File: config.mk
export PLATFORM = sky130hd
export DESIGN_NAME = imem_boot_loader
export DESIGN_NICKNAME = d
export VERILOG_FILES = /design/src/rtl/imem_boot_loader.sv
export SDC_FILE = /design/constraint.sdc
export NUM_CORES = 1
export LEC_CHECK = 0
export ABC_AREA = 0
export CORE_ASPECT_RATIO = 0.8
export CORE_MARGIN = 2
export CORE_UTILIZATION = 50
export CTS_CLUSTER_SIZE = 24
export DETAILED_ROUTE_END_ITERATION = 7
export PLACE_DENSITY = 0.73
export RECOVER_POWER = 50
export SLEW_MARGIN = 20
export SYNTH_ARGS = -nofsm -noshare
export SYNTH_HDL_FRONTEND = slang
export SYNTH_SLANG_ARGS = --single-unit
File: constraint.sdc
create_clock -name clk -period 4 [get_ports clk]
set_clock_uncertainty 0.05 [all_clocks]
set_input_delay 0.4 -clock clk [delete_from_list [all_inputs] [get_ports clk]]
set_output_delay 0.4 -clock clk [all_outputs]
set_load 0.01 [all_outputs]
File: src/rtl/imem_boot_loader.sv
// rtl/imem_boot_loader.sv - byte-stream loader for instruction memory; holds the core in reset until a verified image lands
module imem_boot_loader #(
    parameter int          ADDR_W  = 8,
    parameter int          TIMEOUT = 1000,
    parameter logic [7:0]  HDR     = 8'hA5
) (
    input  logic              clk,
    input  logic              reset_n,
    input  logic [7:0]        in_data,
    input  logic              in_valid,
    output logic              in_ready,
    input  logic              reload,
    output logic              imem_we,
    output logic [ADDR_W-1:0] imem_addr,
    output logic [15:0]       imem_wdata,
    output logic              core_reset,
    output logic              load_done,
    output logic              load_err
);

    localparam int DEPTH = 1 << ADDR_W;
    localparam int TW    = $clog2(TIMEOUT + 1);

    typedef enum logic [2:0] {
        S_IDLE,
        S_LEN,
        S_HI,
        S_LO,
        S_WR,
        S_CHK,
        S_DONE
    } state_t;

    state_t            state;
    state_t            state_n;
    logic              active;
    logic [ADDR_W-1:0] n_words;
    logic [7:0]        xor_acc;
    logic [TW-1:0]     idle_cnt;

    logic              ready_st;
    logic              timing_st;
    logic              xfer;
    logic              timeout_hit;
    logic              len_over;
    logic              last_word;
    logic              chk_ok;

    // Decode which states accept bytes and which run the inter-byte idle timer.
    always_comb begin
        ready_st  = 1'b0;
        timing_st = 1'b0;
        case (state)
            S_IDLE:                   ready_st = 1'b1;
            S_LEN, S_HI, S_LO, S_CHK: begin
                ready_st  = 1'b1;
                timing_st = 1'b1;
            end
            default: ;
        endcase
    end

    // in_ready stays low until the first clock after reset release.
    assign in_ready    = active & ready_st;
    assign imem_we     = (state == S_WR);
    assign xfer        = in_valid & in_ready;
    assign timeout_hit = timing_st & ~xfer & (idle_cnt == TW'(TIMEOUT - 1));
    assign len_over    = (int'(in_data) > DEPTH);
    // The stored count is modulo depth, so LEN=0 and LEN=depth both end after a full wrap.
    assign last_word   = ((imem_addr + ADDR_W'(1)) == n_words);
    assign chk_ok      = (in_data == xor_acc);

    // State register.
    always_ff @(posedge clk or negedge reset_n) begin
        if (!reset_n) begin
            state <= S_IDLE;
        end else begin
            state <= state_n;
        end
    end

    // Next-state logic; reload overrides any byte transfer in the same cycle.
    always_comb begin
        state_n = state;
        if (reload) begin
            state_n = S_IDLE;
        end else begin
            case (state)
                S_IDLE: if (xfer && in_data == HDR) state_n = S_LEN;
                S_LEN: begin
                    if (xfer)             state_n = len_over ? S_IDLE : S_HI;
                    else if (timeout_hit) state_n = S_IDLE;
                end
                S_HI: begin
                    if (xfer)             state_n = S_LO;
                    else if (timeout_hit) state_n = S_IDLE;
                end
                S_LO: begin
                    if (xfer)             state_n = S_WR;
                    else if (timeout_hit) state_n = S_IDLE;
                end
                S_WR:                     state_n = last_word ? S_CHK : S_HI;
                S_CHK: begin
                    if (xfer)             state_n = chk_ok ? S_DONE : S_IDLE;
                    else if (timeout_hit) state_n = S_IDLE;
                end
                S_DONE:                   state_n = S_DONE;
                default:                  state_n = S_IDLE;
            endcase
        end
    end

    // Datapath, counters and status flags.
    always_ff @(posedge clk or negedge reset_n) begin
        if (!reset_n) begin
            active     <= 1'b0;
            n_words    <= '0;
            xor_acc    <= '0;
            idle_cnt   <= '0;
            imem_addr  <= '0;
            imem_wdata <= '0;
            core_reset <= 1'b1;
            load_done  <= 1'b0;
            load_err   <= 1'b0;
        end else begin
            active <= 1'b1;
            if (reload) begin
                n_words    <= '0;
                xor_acc    <= '0;
                idle_cnt   <= '0;
                imem_addr  <= '0;
                core_reset <= 1'b1;
                load_done  <= 1'b0;
                if (state == S_DONE) load_err <= 1'b0;
            end else begin
                if (timing_st && !xfer) idle_cnt <= idle_cnt + TW'(1);
                else                    idle_cnt <= '0;

                if (timeout_hit) load_err <= 1'b1;

                case (state)
                    S_LEN: if (xfer) begin
                        n_words   <= ADDR_W'(in_data);
                        imem_addr <= '0;
                        xor_acc   <= '0;
                        if (len_over) load_err <= 1'b1;
                    end
                    S_HI: if (xfer) begin
                        imem_wdata[15:8] <= in_data;
                        xor_acc          <= xor_acc ^ in_data;
                    end
                    S_LO: if (xfer) begin
                        imem_wdata[7:0] <= in_data;
                        xor_acc         <= xor_acc ^ in_data;
                    end
                    S_WR: imem_addr <= imem_addr + ADDR_W'(1);
                    S_CHK: if (xfer) begin
                        if (chk_ok) begin
                            core_reset <= 1'b0;
                            load_done  <= 1'b1;
                            load_err   <= 1'b0;
                        end else begin
                            load_done  <= 1'b0;
                            load_err   <= 1'b1;
                        end
                    end
                    default: ;
                endcase
            end
        end
    end

endmodule

==> key figures, run 1 <==
Outcome
  – Run status: finished, final reports clean

STA
  – Sum Neg Setup Slack: 0 ns
  – Slew @ Worst Pin: 0.912 ns
  – Fin worst setup slack: 1.59 ns
  – Count of pins over their slew limit: 0
  – FMAX: between 400 and 500 MHz
  – Number of failing hold endpoints at the final stage: 0
  – RSZ-0062 raised after global routing: false
  – Min cycle time layout: approximately 2.4 ns
  – Final critical-path share of the clock period: between 60% and 70%
  – Relative max-transition margin: approximately 39%
  – Count of endpoints failing setup in the final report: 0

Yosys
  – Number of enable-type register cells in the synthesized netlist: 0
  – Yosys cell types: 53
  – Combined area of all synthesized cells: between 2000 and 3000 um2
  – Synthesized instance count: around 290
  – Post-synthesis sequential area ratio: a little under 50%
  – Mean instance size in the synthesized netlist: 10.0 um2
  – Share of async-settable or async-resettable flops after synthesis: between 90% and 100%
  – Most used flip-flop cell after synthesis: dfrtp_1
  – Total of warnings raised by yosys: 0
  – Flip-flop and latch count after synthesis: 57
  – Number of nets in the synthesized netlist: 307

CTS
  – Clock latency of the later-clocked register in the worst-skew pair: around 0.34 ns
  – Post-CTS Repair Setup Buffers: 0
  – Number of instances resized during post-cts repair: 0
  – Clock root buffer: clkbuf_8
  – Hold-fix buffer count after cts: 0
  – TritonCTS clock tree: yes
  – Max Root-Sink Buffers: 2
  – Clock tree sinks: between 50 and 60
  – Total clock buffers created by CTS: 9
  – Clock input transition at the sequential cells of the worst setup and hold paths: roughly 0.06 ns
  – H-tree depth reported by CTS: 3

Layout
  – Number of antenna diodes: 0
  – Storage cell area: ~1400 um2
  – Share of post-route cells with drive strength above 1: about an eighth
  – Nets: between 300 and 400
  – Total of fill cells in the finished design: 469
  – Footprint of the multi-input gates: 1430 um2
  – Area overhead of the layout relative to synthesis: 22.3%

Floorplanning
  – Top-Level Pins: approximately 40
  – DIE AREA: around 6500 um2
  – Chip width: around 90 um
  – Initial standard-cell utilization of the core: roughly 53%
  – Cell row count: 24
  – Die height: approximately 72 um
  – Area of the core: between 5000 and 6000 um2

Critical path
  – Startpoint type of the worst setup path: flip-flop
  – Arrival time of the worst setup path: slightly below 2 ns
  – Element type at the critical path end: output pin
  – Critical path peak fanout: 13
  – Highest cell delay on the worst timing path: 0.67 ns
  – Required time of the worst setup path: 3.55 ns
  – Worst path slowest cell: dfrtp_1
  – Path type of the worst setup path: flip-flop to output pin
  – Cell family contributing the most delay on the critical path: flip-flops
  – CP Cell Sequence: nand2b_1 -> a21boi_0 -> clkdlybuf4s50_1
  – Buf/Inv on CP: 1

Global route
  – GRT Total Usage: approximately 22%
  – Initial antenna violation count: 0
  – Maximum number of pins on one net before global-route repair: 58
  – Vias in the first global route: between 2k and 2.5k
  – Wire length of the first global-routing pass: 10800 um
  – GR Overflow Total: 0

Place
  – Pre-CTS WS: 1.31 ns
  – Post-DP HPWL: about 4400 um
  – Placer Congestion: 0.820
  – Buffers on Ports: 40

Routing
  – First DRT Iteration DRCs: 198
  – Remaining antenna violation count after routing: 0
  – Total iterations of the first detailed-routing run: 4
  – Post-route DRC violation count: 0
  – Via density per instance: 5.51
  – Routed length per placed instance: ~16 um
  – DR vias: between 2k and 2.5k
  – Final wirelength: roughly 6500 um

Pwr
  – Total power divided by cell area: roughly 320 nW/um2
  – Lkg Pwr: 1.52 nW
  – IR Drop Worst-Case VDD: approximately 0.00024 V

Min path
  – Hold/Removal Path Class: primary input to async pin

Run
  – Max-capacitance violation count: 0
==> cell usage after synthesis, drive strengths merged, types with 5 or more instances <==
cell    instances  area (um2)
nand2b          7        43.8
o21ai          28         140
nand3          11        60.1
xor2            9        78.8
dfrtp          56        1400
nor3            7        35.0
buf             6        31.3
clkbuf          7        26.3
nor2           39         163
mux2           18         203
xnor2          14         123
and2            5        31.3
mux2i           8        80.1
nand2          22        82.6
==> metrics by stage <==
stage	power (W)	hold slack (ns)	cell area (um2)	cells	util [%]
2_1_floorplan	0.000602	0.0544	2930	293	-
3_3_place_gp	0.000638	0.399	3390	401	61.0
3_5_place_dp	0.000638	0.410	3390	401	61.0
4_1_cts	0.00115	0.165	3580	417	64.5
5_1_grt	0.00118	0.198	3580	417	64.5
6_report	0.00114	0.140	3580	417	64.5
==> registers in the layout (all words and copies together) (netlist names) <==
name and count:
idle_cnt 10, load_err 1, xor_acc 8, load_done 1, state 3, active 1, n_words 8, core_reset 1
imem_wdata 16, imem_addr 8
==> cells in the final DEF (no fill, tap or decap), types with 3 or more instances in the layout <==
cell type,synthesis,final
and2_1,4,4
clkdlybuf4s50_1,0,28
clkbuf_8,0,13
buf_4,1,3
xnor2_1,14,14
o21ai_0,26,26
nor3_1,7,7
a21oi_1,3,3
mux2i_1,8,8
xor2_1,9,9
o31ai_1,3,3
a211oi_1,4,4
a31oi_1,4,4
nand2b_1,7,7
mux2_2,18,18
nor2_1,38,38
nand4_1,3,3
inv_1,4,4
dlygate4sd3_1,0,11
dfrtp_1,56,56
nand3_1,10,10
nand2_1,22,22
nor2b_1,3,3
a21o_1,3,3
==> final timing paths <==
kind	start	endpoint	slack (ns)	depth (start not counted)
min in group clk	idle_cnt[0]	idle_cnt[0]	0.42	1
hold reg to reg	idle_cnt[0]	idle_cnt[0]	0.42	1
setup reg to reg	imem_addr[0]	state[0]	1.70	7
setup / recovery	state[0]	in_ready	1.59	3
max in group asynchronous	reset_n	xor_acc[7]	3.28	2
hold / removal	reset_n	imem_addr[2]	0.14	2
==> power breakdown <==
group | leakage (nW) | internal [W] | switching (W)
Clock | 0.0960 | 0.000293 | 0.000216
Combinational | 0.636 | 0.0000173 | 0.0000323
Sequential | 0.791 | 0.000577 | 0.000000362
Total | 1.52 | 0.000888 | 0.000249
==> area by class of cell <==
cell class,count,area share [%]
clock buffer,15,5.21
inverter,4,0.419
sequential,57,39.9
timing repair buffer,43,11.7
tap,78,2.73
clock inverter,1,0.210
multi-input combinational,219,39.9
==> cells by family (layout without fill, tap and decap cells) <==
logic type	after synthesis	in the layout	share of synthesized area, %
AND/OR/NAND/NOR	112	112	19.6
flip-flops	57	57	48.7
AO/OA/AOI/OAI	55	55	11.7
multiplexers	26	26	9.65
XOR/XNOR	23	23	6.88
buffers and inverters	17	63	2.48
adder cells (fa/ha/maj)	2	2	0.854
other	1	1	0.128
==> routing by layer <==
layer	global-route usage (%)	share of wire (%)	vias up
met5	0	0	-
met4	7.46	1.0	0
met3	7.17	5.9	6
met2	30.1	43	71
met1	34.1	50	1113
li1	-	-	1108
==> worst reg2reg max path: cells and delay by family, from the launching register on <==
family          cells  cell delay [ns]
flops               1             0.47
compound gates      4             1.15
simple gates        2             0.20
fa+ha+maj           1             0.36
(Power assumes the default switching activity.)
==> run 2, diff against run 1 <==
- clock period: 4 -> 2.5 ns (I/O delays scaled with it)
==> key figures, run 2 (synthesized netlist as in run 1, its figures left out) <==
Outcome
  – Run status: finished, final reports clean (unchanged)

Floorplanning
  – DIE AREA: 6490 um2 (unchanged)
  – Initial standard-cell utilization of the core: 52.7% (unchanged)
  – Die height: 72.5 um (unchanged)
  – Chip width: 89.6 um (unchanged)
  – Cell row count: 24 (unchanged)
  – Area of the core: 5560 um2 (unchanged)
  – Top-Level Pins: 41 (unchanged)

Place
  – Post-Place Cells: 414 (was 401)
  – Buffers on Ports: 40 (unchanged)
  – Pre-CTS WS: 0.165 ns (was 1.31 ns)
  – Placer Congestion: 0.917 (was 0.820)
  – Post-DP HPWL: 4570 um (was 4400 um)

Pwr
  – IR Drop Worst-Case VDD: 0.000451 V (was 0.000239 V)
  – Switching power: 0.000414 W (was 0.000249 W)
  – Power share of the combinational group: 4.5% (was 4.4%)
  – Post-layout power: 0.00206 W (was 0.00114 W)
  – Internal Power: 0.00165 W (was 0.000888 W)
  – Part of the total power dissipated in sequential elements: 44.9% (was 50.8%)
  – Clock power share: 50.6% (was 44.8%)
  – Lkg Pwr: 1.62 nW (was 1.52 nW)
  – Total power divided by cell area: 550 nW/um2 (was 317 nW/um2)
  – Switching share of power: 20.1% (was 21.9%)

Layout
  – Most common library cell in the layout ignoring fill and taps: dfrtp_1 (unchanged)
  – Count of non-filler cells in the finished layout: 431 (was 417)
  – Number of flip-flops under the largest register name: 16 (unchanged)
  – Most used cells in the layout excluding fill and tap cells: dfrtp_1, nor2_1, clkdlybuf4s50_1 (unchanged)
  – Number of antenna diodes: 0 (unchanged)
  – Area overhead of the layout relative to synthesis: 27.9% (was 22.3%)
  – Most flop-heavy register: imem_wdata (unchanged)
  – Nets: 362 (was 348)
  – Share of post-route cells with drive strength above 1: 15.3% (was 12.1%)
  – Total of fill cells in the finished design: 445 (was 469)
  – Largest registers ranked by flip-flop count: imem_wdata x16, idle_cnt x10 (unchanged)

Min path
  – Hold/Removal Path Class: flip-flop to flip-flop (was primary input to async pin)
  – Number of stages on the worst hold path: 1

Critical path
  – Arrival time of the worst setup path: 2.55 ns (was 1.96 ns)
  – Startpoint type of the worst setup path: flip-flop (unchanged)
  – Reg2Reg Depth: 7 (unchanged)
  – Cell depth of the worst setup path: 7 (was 3)
  – Path type of the worst setup path: flip-flop to flip-flop (was flip-flop to output pin)
  – CP Cell Sequence: ha_1 -> nand2_1 -> a2111oi_0 -> nor3_1 -> a211o_1 -> a311o_1 -> o21ai_1 (was nand2b_1 -> a21boi_0 -> clkdlybuf4s50_1)
  – Buf/Inv on CP: 0 (was 1)
  – Cell family contributing the most delay on the critical path: compound AO/OA/AOI/OAI gates (was flip-flops)
  – Critical path peak fanout: 7 (was 13)
  – Element type at the critical path end: flip-flop (was output pin)
  – Required time of the worst setup path: 2.71 ns (was 3.55 ns)
  – Highest cell delay on the worst timing path: 0.46 ns (was 0.67 ns)
  – Worst path slowest cell: dfrtp_1 (unchanged)

Routing
  – Remaining antenna violation count after routing: 0 (unchanged)
  – Total iterations of the first detailed-routing run: 4 (unchanged)
  – Final wirelength: 6430 um (was 6480 um)
  – First DRT Iteration DRCs: 192 (was 198)
  – Routed length per placed instance: 14.9 um (was 15.5 um)
  – Via density per instance: 5.52 (was 5.51)
  – Post-route DRC violation count: 0 (unchanged)
  – DR vias: 2377 (was 2298)

Global route
  – Vias in the first global route: 2300 (was 2171)
  – Maximum number of pins on one net before global-route repair: 34 (was 58)
  – Wire length of the first global-routing pass: 10900 um (was 10800 um)
  – GRT Total Usage: 22.1% (was 22.4%)
  – Initial antenna violation count: 0 (unchanged)
  – GR Overflow Total: 0 (unchanged)

STA
  – Slew @ Worst Pin: 1.43 ns (was 0.912 ns)
  – Number of failing hold endpoints at the final stage: 0 (unchanged)
  – RSZ-0062 raised after global routing: false (unchanged)
  – Fin worst setup slack: 0.166 ns (was 1.59 ns)
  – Min cycle time layout: roughly 2.3 ns
  – Sum Neg Setup Slack: 0 ns (unchanged)
  – Relative max-transition margin: 4.34% (was 38.7%)
  – Count of endpoints failing setup in the final report: 0 (unchanged)
  – Final critical-path share of the clock period: 93.4%
  – FMAX: roughly 430 MHz
  – Count of pins over their slew limit: 0 (unchanged)

CTS
  – Total clock buffers created by CTS: 9 (unchanged)
  – Hold-fix buffer count after cts: 1 (was 0)
  – Clock root buffer: clkbuf_8 (unchanged)
  – Clock latency of the later-clocked register in the worst-skew pair: 0.33 ns (was 0.34 ns)
  – Clock tree sinks: 57 (unchanged)
  – TritonCTS clock tree: yes (unchanged)
  – Clock input transition at the sequential cells of the worst setup and hold paths: 0.06 ns (about the same)
  – Post-CTS Repair Setup Buffers: 0 (unchanged)
  – H-tree depth reported by CTS: 3 (unchanged)
  – Number of instances resized during post-cts repair: 0 (unchanged)
  – Max Root-Sink Buffers: 2 (unchanged)

Run
  – Max-capacitance violation count: 0 (unchanged)
-- run 2: routing by layer --
metal  GRT usage [%]  routed length (um)  vias up
li1                -                   -     1143
met1            31.5                3080     1156
met2            32.4                2930       69
met3            7.39                 347        9
met4            6.14                  72        0
met5               0                   0        -
-- run 2: power groups by stage --
stage / sequential [W] / combinational [W] / clock (W)
3_5_place_dp: 0.000941 / 0.0000930 / 0
3_3_place_gp: 0.000941 / 0.0000924 / 0
6_report: 0.000924 / 0.0000935 / 0.00104
2_1_floorplan: 0.000941 / 0.0000220 / 0
4_1_cts: 0.000924 / 0.0000946 / 0.00106
5_1_grt: 0.000923 / 0.000103 / 0.00111
-- run 2: stage by stage --
stage | util (%) | instance area [um2] | hold WS [ns]
floorplan | - | 2930 | -0.0956
global placement | 63.0 | 3500 | 0.238
detailed placement | 63.0 | 3500 | 0.233
CTS | 67.5 | 3750 | 0.403
global route | 67.4 | 3740 | 0.445
finish | 67.4 | 3740 | 0.421
-- run 2: final timing paths --
path	start	to	slack, ns
worst max-delay path	imem_addr[0]	state[2]	0.17
worst min-delay path	idle_cnt[0]	idle_cnt[0]	0.42
worst max register to register	imem_addr[0]	state[2]	0.17
worst min register to register	idle_cnt[0]	idle_cnt[0]	0.42
max in group asynchronous	reset_n	core_reset	0.77
min in group asynchronous	reset_n	imem_addr[4]	0.73
-- run 2: final cells by class --
| class | instances | area (um2) | share of cell area [%] |
|---|---|---|---|
| Tap cell | 78 | 97.6 | 2.61 |
| Multi-Input combinational cell | 219 | 1430 | 38.2 |
| Clock inverter | 6 | 105 | 2.81 |
| Clock buffer | 10 | 138 | 3.68 |
| Timing Repair Buffer | 57 | 533 | 14.2 |
| Sequential cell | 57 | 1430 | 38.1 |
| Inverter | 4 | 15.0 | 0.401 |
==> run 3, diff against run 2 <==
- ABC_AREA: 0 -> 1
- PLACE_DENSITY: 0.73 -> 0.7
==> key figures, run 3 <==
Critical path
  – Buf/Inv on CP: 2 (was 0)
  – Reg2Reg Depth: 7 (unchanged)
  – CP Cell Sequence: nor2_1 -> inv_1 -> nor2_1 -> clkdlybuf4s50_1 (was ha_1 -> nand2_1 -> a2111oi_0 -> nor3_1 -> a211o_1 -> a311o_1 -> o21ai_1)
  – Required time of the worst setup path: 2.20 ns (was 2.71 ns)
  – Endpoint of the lowest-slack register-to-register path: imem_addr[1] (was state[2])
  – Arrival time of the worst setup path: 1.92 ns (was 2.55 ns)
  – Element type at the critical path end: output pin (was flip-flop)
  – Critical path destination: imem_we (was state[2])
  – Reg-to-Reg Start: state[0] (was imem_addr[0])
  – Cell repeated most along the worst path: nor2_1
  – Critical path peak fanout: 7 (unchanged)
  – Setup slack on the worst flop-to-flop path: 0.56 ns (was 0.17 ns)
  – Path type of the worst setup path: flip-flop to output pin (was flip-flop to flip-flop)
  – Cell family contributing the most delay on the critical path: buffers and inverters (was compound AO/OA/AOI/OAI gates)
  – Cell depth of the worst setup path: 4 (was 7)
  – Startpoint type of the worst setup path: flip-flop (unchanged)
  – Critical path origin: state[0] (was imem_addr[0])
  – Highest cell delay on the worst timing path: 0.60 ns (was 0.46 ns)
  – Worst path slowest cell: clkdlybuf4s50_1 (was dfrtp_1)

Yosys
  – Leading area contributor after synthesis: dfrtp_1 (unchanged)
  – Share of async-settable or async-resettable flops after synthesis: 100% (unchanged)
  – Flip-flop and latch count after synthesis: 57 (unchanged)
  – Mean instance size in the synthesized netlist: 8.01 um2 (was 10.0 um2)
  – Synthesized instance count: 363 (was 293)
  – Most used flip-flop cell after synthesis: dfrtp_1 (unchanged)
  – Share of Yosys cell area claimed by the top area cell type: 48.2% (was 47.8%)
  – Post-synthesis sequential area ratio: 49.1% (was 48.7%)
  – Number of enable-type register cells in the synthesized netlist: 0 (unchanged)
  – Cell types with the largest area share after synthesis: dfrtp_1, nand2_1, inv_1, nor2_1, nand3_1 (was dfrtp_1, mux2_2, nor2_1, o21ai_0, xnor2_1)
  – Total of warnings raised by yosys: 0 (unchanged)
  – Ranking of synthesized cells by instance count: nand2_1, dfrtp_1, inv_1 (was dfrtp_1, nor2_1, o21ai_0)
  – Combined area of all synthesized cells: 2910 um2 (was 2930 um2)
  – Number of nets in the synthesized netlist: 377 (was 307)
  – Yosys cell types: 33 (was 53)
  – Library cell with the highest instance count after synthesis: nand2_1 (was dfrtp_1)

CTS
  – Clock latency of the later-clocked register in the worst-skew pair: 0.34 ns (was 0.33 ns)
  – Post-CTS Repair Setup Buffers: 0 (unchanged)
  – Max Root-Sink Buffers: 2 (unchanged)
  – TritonCTS clock tree: yes (unchanged)
  – Total clock buffers created by CTS: 9 (unchanged)
  – H-tree depth reported by CTS: 3 (unchanged)
  – Clock root buffer: clkbuf_8 (unchanged)
  – Clock input transition at the sequential cells of the worst setup and hold paths: 0.06 ns (about the same)
  – Clock tree sinks: 57 (unchanged)

Routing
  – Post-route DRC violation count: 0 (unchanged)
  – Final wirelength: 6730 um (was 6430 um)
  – First DRT Iteration DRCs: 162 (was 192)
  – Remaining antenna violation count after routing: 0 (unchanged)
  – DR vias: 2615 (was 2377)
  – Via density per instance: 5.26 (was 5.52)
  – Routed length per placed instance: 13.5 um (was 14.9 um)
  – Total iterations of the first detailed-routing run: 5 (was 4)

Place
  – Buffers on Ports: 40 (unchanged)
  – Placement-stage cell area: 3380 um2 (was 3500 um2)
  – Post-DP HPWL: 4980 um (was 4570 um)
  – Placer Congestion: 0.858 (was 0.917)

STA
  – Count of endpoints failing setup in the final report: 0 (unchanged)
  – Number of failing hold endpoints at the final stage: 0 (unchanged)
  – Final critical-path share of the clock period: 88.8% (was 93.4%)
  – Relative max-transition margin: 6.92% (was 4.34%)
  – Count of pins over their slew limit: 0 (unchanged)
  – FMAX: 450 MHz (was 428 MHz)
  – Slew @ Worst Pin: 1.40 ns (was 1.43 ns)
  – Sum Neg Setup Slack: 0 ns (unchanged)
  – Min cycle time layout: 2.22 ns (was 2.33 ns)
  – Hold slack final: 0.410 ns (was 0.421 ns)
  – RSZ-0062 raised after global routing: false (unchanged)

Layout
  – Storage cell area: 1430 um2 (unchanged)
  – Number of antenna diodes: 0 (unchanged)
  – Most flop-heavy register: imem_wdata (unchanged)
  – Number of flip-flops under the largest register name: 16 (unchanged)
  – Largest registers ranked by flip-flop count: imem_wdata x16, idle_cnt x10 (unchanged)
  – Footprint of the multi-input gates: 1250 um2 (was 1430 um2)
  – Total of fill cells in the finished design: 495 (was 445)
  – Final standard cell utilization of the core: 65.4% (was 67.4%)
  – Area overhead of the layout relative to synthesis: 24.2% (was 27.9%)
  – Nets: 428 (was 362)
  – Most common library cell in the layout ignoring fill and taps: nand2_1 (was dfrtp_1)
  – Most used cells in the layout excluding fill and tap cells: nand2_1, dfrtp_1, inv_1 (was dfrtp_1, nor2_1, clkdlybuf4s50_1)
  – Layout Cell Area excl Fill: 3610 um2 (was 3740 um2)
  – Share of post-route cells with drive strength above 1: 7.16% (was 15.3%)

Floorplanning
  – Chip width: 89.3 um (was 89.6 um)
  – Initial standard-cell utilization of the core: 52.6% (was 52.7%)
  – DIE AREA: 6450 um2 (was 6490 um2)
  – Area of the core: 5530 um2 (was 5560 um2)
  – Top-Level Pins: 41 (unchanged)
  – Die height: 72.2 um (was 72.5 um)
  – Cell row count: 24 (unchanged)

Global route
  – Met3 GRT Util: 6.83% (was 7.39%)
  – Most heavily used metal layer in global routing: met2 (unchanged)
  – Initial antenna violation count: 0 (unchanged)
  – Wire length of the first global-routing pass: 11500 um (was 10900 um)
  – Vias in the first global route: 2509 (was 2300)
  – Met1 track demand over resource: 32.9% (was 31.5%)
  – GR met2 Demand/Resource: 35.2% (was 32.4%)
  – GR Overflow Total: 0 (unchanged)
  – Maximum number of pins on one net before global-route repair: 27 (was 34)
  – GRT Total Usage: 23.7% (was 22.1%)

Min path
  – Hold/Removal Path Class: flip-flop to flip-flop (unchanged)

Run
  – Max-capacitance violation count: 0 (unchanged)

Pwr
  – Total power divided by cell area: 554 nW/um2 (was 550 nW/um2)
  – Lkg Pwr: 1.68 nW (was 1.62 nW)
  – IR Drop Worst-Case VDD: 0.000509 V (was 0.000451 V)

Outcome
  – Run status: finished, final reports clean (unchanged)
-- run 3: changes by cell type after synthesis, sizes merged, moves of 7 or more --
cell    change
a21oi      +16
inv        +48
mux2       -18
mux2i       -8
nand2      +75
nand2b      -7
nand3      +11
nand4       +9
o22ai      +12
xnor2      -13
-- run 3: layout make-up --
type | instances | share of cell area [%]
multi-input cells | 250 | 34.5
well taps | 78 | 2.70
repair buffers | 44 | 11.7
clock inverters | 5 | 2.18
flip-flops and latches | 57 | 39.5
clock buffers | 11 | 3.92
inverters | 52 | 5.41
-- run 3: where the power goes --
group	switching (W)	leakage, nW	internal, W	total, W
clock	0.000363	0.113	0.000586	0.000949
combinational	0.0000758	0.778	0.0000428	0.000119
sequential	0.00000407	0.788	0.000930	0.000934
-- run 3: how the worst min path moves through the flow --
stage / start / cells after the start / to
CTS: reset_n / 2 / n_words[0]
floorplan: reset_n / 0 / active
global placement: reset_n / 1 / imem_wdata[6]
detailed placement: reset_n / 1 / imem_wdata[6]
global route: idle_cnt[0] / 1 / idle_cnt[0]
finish: idle_cnt[0] / 1 / idle_cnt[0]
-- run 3: worst register-to-register path, stage by stage, from the launching register on --
cell     delay (ns)
dfrtp_1        0.50
nor2_1         0.19
inv_1          0.07
nor2_1         0.22
inv_1          0.11
nor2_1         0.31
inv_1          0.21
o22ai_1        0.20
-- run 3: routing by layer --
metal | wire [um] | part of all wire (%)
met5 | 0 | 0
met3 | 398 | 5.9
met4 | 139 | 2.1
met2 | 2940 | 44
met1 | 3250 | 48
-- run 3: what timing repair did --
action                                 CTS  global route
hold buffers                             1             0
endpoints found under the hold margin   24             0
gates resized for setup                  0             0
-- run 3: cell families (layout without fill, tap and decap cells) --
family,count (synthesis),in the layout,synth area share (%)
buffers and inverters,56,112,8.05
and+or+nand+nor,178,178,27.0
AOI/OAI and AO/OA,63,63,13.0
DFF,57,57,49.1
other,1,1,0.129
adders and majority gates,2,2,0.860
xor gates and xnor gates,6,6,1.81
-- run 3: stage by stage --
stage               instances  total power [W]  setup slack (ns)
detailed placement        480          0.00107             0.404
CTS                       497          0.00203             0.288
floorplan                 363          0.00100             0.879
global route              497          0.00208             0.226
finish                    497          0.00200             0.279
global placement          480          0.00107             0.465
